## config.mk

```make
export PLATFORM = sky130hd
export DESIGN_NAME = oc_drain
export DESIGN_NICKNAME = d
export VERILOG_FILES = /design/src/rtl/oc_drain.sv
export SDC_FILE = /design/constraint.sdc
export NUM_CORES = 2
export LEC_CHECK = 0
export CELL_PAD_IN_SITES_DETAIL_PLACEMENT = 0
export CELL_PAD_IN_SITES_GLOBAL_PLACEMENT = 1
export CORE_AREA = 2 2 466 468
export CTS_BUF_LIST = sky130_fd_sc_hd__clkbuf_16
export DETAILED_ROUTE_END_ITERATION = 7
export DIE_AREA = 0 0 468 470
export GPL_ROUTABILITY_DRIVEN = 0
export HOLD_SLACK_MARGIN = 0.03
export PLACE_DENSITY_LB_ADDON = 0.1
export SETUP_SLACK_MARGIN = 0.5
export SLEW_MARGIN = 20
export SYNTH_ARGS = -nofsm -noshare
export SYNTH_HDL_FRONTEND = slang
export SYNTH_SLANG_ARGS = --single-unit
export TNS_END_PERCENT = 5
```

## constraint.sdc

```tcl
create_clock -name clk -period 4.54 [get_ports clk]
set_input_delay 0.908 -clock clk [delete_from_list [all_inputs] [get_ports clk]]
set_output_delay 0.908 -clock clk [all_outputs]
set_load 0.02 [all_outputs]
```

## src/rtl/oc_drain.sv

```systemverilog
// oc_drain: captures one NUM_LANE-wide result vector plus its mode tag and
// streams it out as NUM_BEAT beats of BEAT_LANES lanes over valid/ready.
// A new vector may be captured on the handshake of the last beat, so
// back-to-back vectors drain without a bubble.
module oc_drain #(
  parameter  int NUM_LANE   = 64,
  parameter  int BW         = 16,
  parameter  int BEAT_LANES = 8,
  localparam int NUM_BEAT   = NUM_LANE / BEAT_LANES,
  localparam int IDX_W      = (NUM_BEAT > 1) ? $clog2(NUM_BEAT) : 1
) (
  input  logic                             clk,
  input  logic                             rst_n,
  input  logic [NUM_LANE-1:0][BW-1:0]      iC,
  input  logic [1:0]                       iMode,
  input  logic                             iC_valid,
  output logic                             iC_ready,
  output logic [BEAT_LANES-1:0][BW-1:0]    oBeat,
  output logic [IDX_W-1:0]                 oBeat_idx,
  output logic [1:0]                       oBeat_mode,
  output logic                             oBeat_last,
  output logic                             oBeat_valid,
  input  logic                             oBeat_ready,
  output logic [15:0]                      oFrame_cnt
);

  typedef enum logic {IDLE = 1'b0, DRAIN = 1'b1} state_t;

  localparam logic [IDX_W-1:0] LAST_IDX = IDX_W'(NUM_BEAT - 1);

  state_t state_q;
  state_t state_d;

  // Captured vector viewed as beats of lanes so a beat is one index away.
  logic [NUM_BEAT-1:0][BEAT_LANES-1:0][BW-1:0] vec_p1;
  logic [1:0]                                  mode_p1;
  logic [IDX_W-1:0]                            idx_p1;
  logic [15:0]                                 frame_cnt_p1;

  logic is_last;
  logic beat_hs;
  logic capture;

  assign is_last = (idx_p1 == LAST_IDX);
  assign beat_hs = oBeat_valid & oBeat_ready;
  assign capture = iC_valid & iC_ready;

  // State register; reset drops any vector in flight.
  always_ff @(posedge clk or negedge rst_n) begin
    if (!rst_n) state_q <= IDLE;
    else        state_q <= state_d;
  end

  // Next state: leave DRAIN only on the last-beat handshake without a reload.
  always_comb begin
    state_d = state_q;
    unique case (state_q)
      IDLE:    if (capture) state_d = DRAIN;
      DRAIN:   if (beat_hs && is_last) state_d = capture ? DRAIN : IDLE;
      default: state_d = IDLE;
    endcase
  end

  // Handshake outputs; iC_ready looks through oBeat_ready so the reload
  // can land on the very cycle the last beat leaves.
  always_comb begin
    oBeat_valid = (state_q == DRAIN);
    iC_ready    = (state_q == IDLE) | ((state_q == DRAIN) & oBeat_ready & is_last);
  end

  // ---- capture / beat stage: vector, tag and beat index ----
  // Buffer only changes on capture; the index advances per beat handshake.
  always_ff @(posedge clk or negedge rst_n) begin
    if (!rst_n) begin
      vec_p1  <= '0;
      mode_p1 <= 2'd0;
      idx_p1  <= '0;
    end else if (capture) begin
      vec_p1  <= iC;
      mode_p1 <= iMode;
      idx_p1  <= '0;
    end else if (beat_hs) begin
      idx_p1  <= is_last ? '0 : idx_p1 + IDX_W'(1);
    end
  end

  // Count fully drained vectors; wraps naturally at 16 bits.
  always_ff @(posedge clk or negedge rst_n) begin
    if (!rst_n)                frame_cnt_p1 <= 16'd0;
    else if (beat_hs && is_last) frame_cnt_p1 <= frame_cnt_p1 + 16'd1;
  end

  assign oBeat      = vec_p1[idx_p1];
  assign oBeat_idx  = idx_p1;
  assign oBeat_mode = mode_p1;
  assign oBeat_last = is_last;
  assign oFrame_cnt = frame_cnt_p1;

endmodule

```

==> impl_results.md <==
* Worst endpoint data arrival time at 3220 ps
* Die X at 468 µm
* Most common cell after layout, fill and taps aside: mux2_2
* Maximum clock frequency at 0.242 GHz
* CTS Buf Count at approximately 140
* CP startpoint: oBeat_idx[0]
* Worst Setup Start Kind: flop
* Internal at 29.9 mW
* Max-cap check violation count at 0
* Tot Pwr at 44.3 mW
* Wl on met1 at 72200 µm
* Syn. warnings at 0
* Worst EP required at ~3600 ps
* CTS root buf: clkbuf_16
* Placed insts at 6640
* Sequential share of the synthesized area at 56.5%
* CP Capture Type: output pin
* Max IR drop VDD at 378 µV
* Clock share of power at 22.9%
* CP max FO at 19
* Register clock-pin slew on the reported worst setup and hold paths at approximately 50 ps
* Comb power frac at 40.0%
* Routed vias at 29600
* Gr ovfl total at 0
* Sw Pwr at 14.5 mW
* Core area at 216000 µm²
* Initial antenna violation count at 197
* Port buffer count at around 1200
* CTS tree: built
* Worst-skew pair later-pin latency at 790 ps
* Register area at 26200 µm²
* RSZ-0062 raised after global routing: yes
* Routed WL at 190000 µm
* Total track usage at 17.1%
* Total Die Area at around 220000 µm²
* Final min period at 4130 ps
* Reg power frac at roughly 37%
* Share of layout cells above drive strength 1 at 41.9%
* Final net count at 4987
* Period utilization at approximately nine tenths
* Crit path kind: flop to output pin
* Most frequent cells in the layout: mux2_2, clkdlybuf4s50_1, dfrtp_1
* Skew final at 25.3 ps
* Syn avg cell area at between 15 and 20 µm²
* # setup viols final at 0
* Finished Layout Cells at about 7000
* Reg2reg end: vec_p1[556]
* Total Neg Setup Slack at 0 ps
* Cells after synthesis at 2701
* Outcome: completed
* Multi-input logic area at 19200 µm²
* Die Ht at roughly 470 µm
* Slew HR at 38.8%
* Final Slew Violations at 0
* Hold Fails Final Rpt at 0
* # IOs at 1182
* First-pass GRT wire length at 263000 µm
* DRT iter0 DRCs at 1044
* Worst Hold Depth at 1
* Cell variety after synth at 29
* Leakage power at 27.0 nW
* Post-Syn Nets at 3734
* Met2 WL at 93900 µm
* Post-route ant nets at 0
* Initial Util at 21.5%
* Routed vias/inst at 4.25
* Min-delay src: oFrame_cnt[15]
* H-tree Lvls at 4
* Met3 wire len at ~19000 µm
* Synth Flop Type: dfrtp_1
* Hold/Removal Path Class: flop to flop
* Mapped cell area at approximately 46000 µm²
* Worst reg-to-reg path cell count at 11
* Wirelength per Cell at approximately 27 µm
* DRC at 0
* Slew @ Worst Pin at around 920 ps
* Largest net degree at the start of global routing at about 130
* Core Rows at between 150 and 200
* FFs w/ async S/R, synth at 100%
* FF+latch count, synth at roughly 1000
* Reg2Reg Setup Slack at 1110 ps
* Post-DP HPWL at between 100000 and 150000 µm
* Count of clock tree sinks at 1046
* Vias in the first global route at 32400
* Reg-to-Reg Start: oBeat_idx[0]
* Post-synth EDFFs at 0
* Area Overhead vs Synth at 43.6%
* Switching share of power at 32.6%
* Fill count at approximately 22000
* Pwr Density at about 670 nW/µm²
* Top Metal Used: met5
* Clk buf depth at 3
* Hold EP: oFrame_cnt[15]
* TritonRoute pass-1 iters at 4
[layer usage]
metal / vias up / global-route usage [%]
met5: - / 0
met4: 162 / 4.03
met3: 439 / 8.19
met2: 998 / 29.1
met1: 15200 / 19.0
li1: 12800 / -
[worst max-delay path: stages, from the launching register on]
cell and delay, ps:
dfrtp_4 420, buf_12 170, buf_16 190, buf_16 220, mux4_2 560, mux2_2 280, clkdlybuf4s50_1 540
[cell families after synthesis]
family          count (synthesis)  synth area share, %
compound gates                  3               0.0486
xor+xnor                       15                0.284
fa+ha+maj                       3               0.0810
buf+inv                       191                 2.17
flops                        1046                 56.5
mux                          1413                 40.6
simple gates                   30                0.375
[synthesized netlist by cell type (2+ instances only)]
library cell | n | area share (%)
nor2_1 | 6 | 0.049
dfrtp_1 | 1046 | 56
ha_1 | 3 | 0.081
nand2_1 | 6 | 0.049
mux4_2 | 256 | 12
buf_2 | 124 | 1.3
buf_1 | 5 | 0.041
clkbuf_1 | 40 | 0.32
nand4_1 | 2 | 0.027
and3_1 | 2 | 0.027
mux2_1 | 9 | 0.22
mux2_2 | 1147 | 28
a22o_1 | 2 | 0.038
nand3_1 | 6 | 0.065
inv_1 | 4 | 0.032
xnor2_1 | 10 | 0.19
buf_6 | 17 | 0.41
xor2_1 | 5 | 0.095
[sequential cells by signal (all words and copies together), names as in the netlist]
| signal | cells |
|---|---|
| oBeat_mode | 2 |
| oBeat_valid | 1 |
| vec_p1 | 1024 |
| oBeat_idx | 3 |
| oFrame_cnt | 16 |
[how the worst max path moves through the flow]
stage,endpoint,slack (ps),cells after the start
floorplan,oBeat[0],1600,5
global placement,oBeat[108],950,5
detailed placement,oBeat[108],950,5
CTS,oBeat[52],240,5
global route,oBeat[33],240,5
finish,oBeat[87],410,6
[through the flow]
stage / area, µm² / utilization, % / worst slack (ps) / hold WS (ps)
after CTS: 66400 / 30.8 / 245 / 482
after detailed placement: 61900 / 28.7 / 952 / 471
final: 66600 / 30.9 / 412 / 477
after global routing: 66400 / 30.8 / 241 / 508
after floorplan: 46300 / - / 1600 / 453
after global placement: 61900 / 28.7 / 955 / 462
[power groups by stage]
stage	combinational, mW	clock [mW]	sequential, mW
finish	17.7	10.1	16.5
CTS	18.2	10.6	16.6
floorplan	11.5	0	15.4
detailed placement	18.2	0	16.7
global placement	18.0	0	16.8
global route	19.0	11.0	17.0
[timing repair]
action,4_1_cts,5_1_grt
gates cloned,6,1
hold endpoints to repair,2,0
gates resized for setup,102,6
endpoints found under the setup margin,130,125
hold buffers,1,0
setup buffers,20,0
pin swaps,0,0
[final cells by class]
| type | count | share of cell area (%) |
|---|---|---|
| diodes | 64 | 0.241 |
| clock buffers | 139 | 5.23 |
| flip-flops and latches | 1046 | 39.3 |
| multi-input cells | 1464 | 28.8 |
| repair buffers | 1300 | 20.1 |
| inverters | 4 | 0.0226 |
| well taps | 2854 | 5.37 |
| clock inverters | 102 | 0.870 |
Power figures use the tool's default switching activity.
